## src/rtl/aes_ctrl.sv

```systemverilog
// AES-128 round sequencer: drives aes_enc / aes_key_gen / aes_sbox through ZERO, KEY/DATA x10, DONE.
// Optional macro AES_CTRL_ABORT_EN adds an abort_i input that cancels a running operation.
package aes_pkg;
    typedef logic [7:0] aes_byte;
endpackage

module aes_ctrl (
    input  logic             clk,
    input  logic             nrst,
    input  logic             run_i,
    input  logic             opcode_i,
`ifdef AES_CTRL_ABORT_EN
    input  logic             abort_i,
`endif
    output logic             en,
    output logic             gen_key,
    output logic             next_rnd,
    output aes_pkg::aes_byte r_con_ctrl,
    output logic             key_gen,
    output logic             zero_rnd,
    output logic             full_enc,
    output logic             final_rnd,
    output logic [3:0]       rnd_o,
    output logic             key_ready_o,
    output logic             cipher_ready_o
);
    typedef enum logic [2:0] {IDLE, ZERO, KEY, DATA, DONE} state_t;

    state_t           state_q;
    logic [3:0]       round_q;
    aes_pkg::aes_byte rcon_q;
    aes_pkg::aes_byte rcon_d;
    logic             opcode_q;
    logic             abort;

`ifdef AES_CTRL_ABORT_EN
    assign abort = abort_i;
`else
    assign abort = 1'b0;
`endif

    // GF(2^8) xtime: multiply the round constant by x modulo the AES polynomial
    assign rcon_d = {rcon_q[6:0], 1'b0} ^ (rcon_q[7] ? 8'h1b : 8'h00);

    always_ff @(posedge clk) begin
        if (!nrst) begin
            state_q  <= IDLE;
            round_q  <= 4'd0;
            rcon_q   <= 8'h01;
            opcode_q <= 1'b0;
        end else if (abort && (state_q == ZERO || state_q == KEY || state_q == DATA)) begin
            state_q <= IDLE;
            round_q <= 4'd0;
        end else begin
            case (state_q)
                IDLE: begin
                    round_q <= 4'd0;
                    if (run_i && !abort) begin
                        state_q  <= ZERO;
                        opcode_q <= opcode_i;
                    end
                end
                ZERO: begin
                    state_q <= KEY;
                    round_q <= 4'd1;
                    rcon_q  <= 8'h01;
                end
                KEY: begin
                    rcon_q <= rcon_d;
                    if (opcode_q) begin
                        state_q <= DATA;
                    end else if (round_q == 4'd10) begin
                        state_q <= DONE;
                    end else begin
                        round_q <= round_q + 4'd1;
                    end
                end
                DATA: begin
                    if (round_q == 4'd10) begin
                        state_q <= DONE;
                    end else begin
                        state_q <= KEY;
                        round_q <= round_q + 4'd1;
                    end
                end
                DONE: begin
                    state_q <= IDLE;
                    round_q <= 4'd0;
                end
                default: begin
                    state_q <= IDLE;
                    round_q <= 4'd0;
                end
            endcase
        end
    end

    // Every output is a pure decode of the registered state, round and opcode
    always_comb begin
        en             = 1'b0;
        gen_key        = 1'b0;
        next_rnd       = 1'b0;
        r_con_ctrl     = 8'h00;
        key_gen        = 1'b0;
        zero_rnd       = 1'b0;
        full_enc       = 1'b0;
        final_rnd      = 1'b0;
        key_ready_o    = 1'b0;
        cipher_ready_o = 1'b0;
        case (state_q)
            ZERO: begin
                gen_key  = 1'b1;
                en       = opcode_q;
                zero_rnd = opcode_q;
            end
            KEY: begin
                key_gen    = 1'b1;
                next_rnd   = 1'b1;
                r_con_ctrl = rcon_q;
            end
            DATA: begin
                en        = 1'b1;
                full_enc  = (round_q != 4'd10);
                final_rnd = (round_q == 4'd10);
            end
            DONE: begin
                cipher_ready_o = opcode_q;
                key_ready_o    = !opcode_q;
            end
            default: ;
        endcase
    end

    assign rnd_o = round_q;
endmodule
```

## config.mk

```make
export PLATFORM = sky130hd
export DESIGN_NAME = aes_ctrl
export DESIGN_NICKNAME = d
export VERILOG_FILES = /design/src/rtl/aes_ctrl.sv
export SDC_FILE = /design/constraint.sdc
export NUM_CORES = 1
export LEC_CHECK = 0
export CELL_PAD_IN_SITES_DETAIL_PLACEMENT = 2
export CELL_PAD_IN_SITES_GLOBAL_PLACEMENT = 2
export CORE_ASPECT_RATIO = 1.5
export CORE_MARGIN = 2
export CORE_UTILIZATION = 28
export CTS_BUF_LIST = sky130_fd_sc_hd__clkbuf_4
export DETAILED_ROUTE_END_ITERATION = 10
export MAX_ROUTING_LAYER = met4
export PLACE_DENSITY_LB_ADDON = 0.2
export SLEW_MARGIN = 10
export SYNTH_ARGS = -nofsm -noshare
export SYNTH_HDL_FRONTEND = slang
export SYNTH_SLANG_ARGS = --single-unit
```

## constraint.sdc

```tcl
create_clock -name clk -period 2 [get_ports clk]
set_input_delay 0.2 -clock clk [delete_from_list [all_inputs] [get_ports clk]]
set_output_delay 0.2 -clock clk [all_outputs]
set_load 0.005 [all_outputs]
```

==> summary.txt <==
Synthesis
  – Post-Synthesis Cells: 103
  – Synth unique cells: 35
  – Xor and xnor area share after synthesis: 2.96%
  – Main combinational cell family by area after synthesis: simple AND/OR/NAND/NOR gates
  – Net count of the mapped netlist: 109
  – Syn Area/Cell: 8.61 um^2
  – Share of synthesized flip-flops with an asynchronous set or reset: 0%
  – Post-synthesis sequential element count: 16
  – Post-synth EDFFs: 0
  – Post-synthesis mux area share: 3.39%
  – Predominant post-synthesis flop cell: dfxtp_1
  – Cell area after synthesis: 887 um^2
  – Post-Synth Simple-Gate Area: 31.2%
  – Yosys Warn Count: 0
  – Sequential share of the synthesized area: 36.1%
  – Synth Area in Compound Gates: 14.7%
  – Area share of fa/ha/maj cells after synthesis: 2.82%

Die
  – Core area: 3100 um^2
  – Die Width: 50.0 um
  – I/O pin count: 25
  – FP Rows: 25
  – Die Area: 3640 um^2
  – Starting Density: 28.6%
  – Die height: 72.9 um

GRT
  – Initial antenna violation count: 0
  – Gr ovfl total: 0
  – First-pass GRT wire length: 4.46 mm
  – Pin count of the biggest net entering global routing: 15
  – Vias in the first global route: 984
  – Total track usage: 16.5%

STA
  – Clock Skews: 0.0128 ns
  – Worst rel slew slack: 70.8%
  – Final hold vios: 0
  – Min Tclk post-route: 1.86 ns
  – Max-slew violations: 0
  – Setup_tns: 0 ns
  – Fin crit share: 92.8%
  – Setup Viol. Count Final: 0
  – Worst hold-check slack: 0.494 ns
  – Fmax: 539 MHz
  – RSZ-0062 raised after global routing: false
  – Least-Margin Pin Slew: 0.432 ns

Power
  – Flop pwr share: 52.2%
  – Internal power: 0.473 mW
  – Switching share of total power: 26.9%
  – NetSw: 0.174 mW
  – Leak: 0.692 nW
  – Peak VDD IR: 217 uV
  – Tot Pwr: 0.647 mW
  – Comb pwr share: 20.3%
  – Clock power frac: 27.5%
  – Pwr/cell area: 495 nW/um^2

Routing
  – Final WL: 2.74 mm
  – Antenna viol nets, final: 0
  – Total number of vias: 880
  – Wire length per cell after detailed routing: 15.3 um
  – DRT Pass-1 Iters: 2
  – DRC Markers: 0
  – Via density: 4.92
  – Starting DRT DRC Count: 28

Clocking
  – Clock Sinks: 16
  – Number of buffers created by CTS: 3
  – Clk buf depth: 2
  – CTS tree: yes
  – Worst-path clk slew: 0.10 ns
  – Root Buffer Master: clkbuf_4
  – Clock Latency Late Sink: 0.29 ns
  – Hold_buf cts: 0
  – H-tree depth: 1

Place
  – Routability cong.: 0.740
  – Detailed Place HPWL: 1.92 mm
  – Port Buffers: 24

Critical path
  – Data required, critical path: 1.80 ns
  – Worst path cell trace: or3b_4 > clkinv_4 > clkdlybuf4s50_1
  – Crit path DAT: 1.66 ns
  – Critical Path Max Stage Delay: 0.49 ns
  – WS Path Type: flip-flop to primary output
  – Critical-path maximum fanout: 5
  – Critical path's slowest cell: clkdlybuf4s50_1
  – Setup crit start kind: flip-flop
  – R2R setup slack: 0.41 ns
  – Nature of the critical path endpoint: primary output

Flow run
  – # Max-Cap Violations: 0

Cells and area
  – Most frequent cells in the layout: buf_4, clkdlybuf4s50_1, dfxtp_1, and2_1
  – Area Growth Syn to Fin: 47.2%
  – Ratio of cells with drive above 1 in the final layout: 23.0%
  – Commonest non-fill, non-tap cell in the layout: buf_4
  – # nets final: 146
  – Diode count: 0

Run status
  – Status: complete, no violations

Min path
  – Min-Delay Path Class: flip-flop to flip-flop
==> worst max-delay path, delay by kind of cell (launching register included) <==
kind	cells	cell delay, ns
buffers and inverters	2	0.57
DFF	1	0.37
and+or+nand+nor	1	0.42
==> worst paths after layout <==
path | startpoint | cells past startpoint | to
max | state_q[2]$_SDFFE_PN0P_ | 3 | next_rnd
min | rcon_q[4]$_SDFFE_PN0P_ | 2 | rcon_q[4]$_SDFFE_PN0P_
max reg2reg | rnd_o[0]$_SDFFE_PN0P_ | 5 | rnd_o[2]$_SDFFE_PN0P_
min reg2reg | rcon_q[4]$_SDFFE_PN0P_ | 2 | rcon_q[4]$_SDFFE_PN0P_
==> synth_stat cells, types with 3 or more instances <==
master	number	share of area (%)
a21boi_1	3	2.5
a21oi_1	3	1.7
and2_1	8	5.6
and3_1	6	4.2
dfxtp_1	16	36
inv_1	4	1.7
mux2i_1	3	3.4
nand2_1	6	2.5
nand3_1	6	3.4
nor2_1	3	1.3
nor3_1	3	1.7
o21a_1	4	3.4
o21ai_0	4	2.3
xor2_1	3	3.0
==> stage by stage <==
step / cell area [um^2] / setup WS, ns / std cells / utilization [%]
after floorplan: 887 / 0.424 / 103 / -
after global placement: 1160 / 0.229 / 164 / 37.6
after detailed placement: 1160 / 0.154 / 164 / 37.6
after CTS: 1230 / 0.00340 / 172 / 39.8
after global routing: 1310 / 0.0299 / 179 / 42.2
final: 1310 / 0.145 / 179 / 42.2
==> timing repair <==
item	4_1_cts	5_1_grt
endpoints found under the setup margin	11	6
buffers inserted	3	7
gates resized for setup	17	8
gates cloned	1	0
pin swaps	1	0
==> metal layers <==
metal  up-vias  global-route usage [%]  part of all wire, %
met1       436                    16.9                   37
li1        423                       -                    -
met4         0                    5.56                 0.84
met5         -                       -                    0
met2        19                    31.9                   60
met3         2                    1.84                  2.4
==> final cells by class <==
type	count	area [um^2]
fillers	348	1790
multi-input cells	73	494
repair buffers	40	372
flip-flops and latches	16	328
well taps	40	50.0
inverters	5	27.5
clock buffers	3	22.5
repair inverters	1	8.76
clock inverters	1	3.75
==> kinds of logic after synthesis <==
group,Yosys count
and+or+nand+nor,46
DFF,16
AOI/OAI and AO/OA,19
xor gates and xnor gates,3
muxes,3
buffers and inverters,14
adders and majority gates,2
==> sequential cells by signal (all words and copies together), names as in the netlist <==
name and cells:
state_q 3, opcode_q 1, rnd_o 4, rcon_q 8
==> power by group through the flow <==
stage / sequential (mW) / clock [mW] / combinational, mW
floorplan: 0.344 / 0 / 0.0640
global placement: 0.344 / 0 / 0.106
detailed placement: 0.345 / 0 / 0.110
CTS: 0.337 / 0.186 / 0.123
global route: 0.339 / 0.199 / 0.145
finish: 0.338 / 0.178 / 0.131
(Power assumes the default switching activity.)
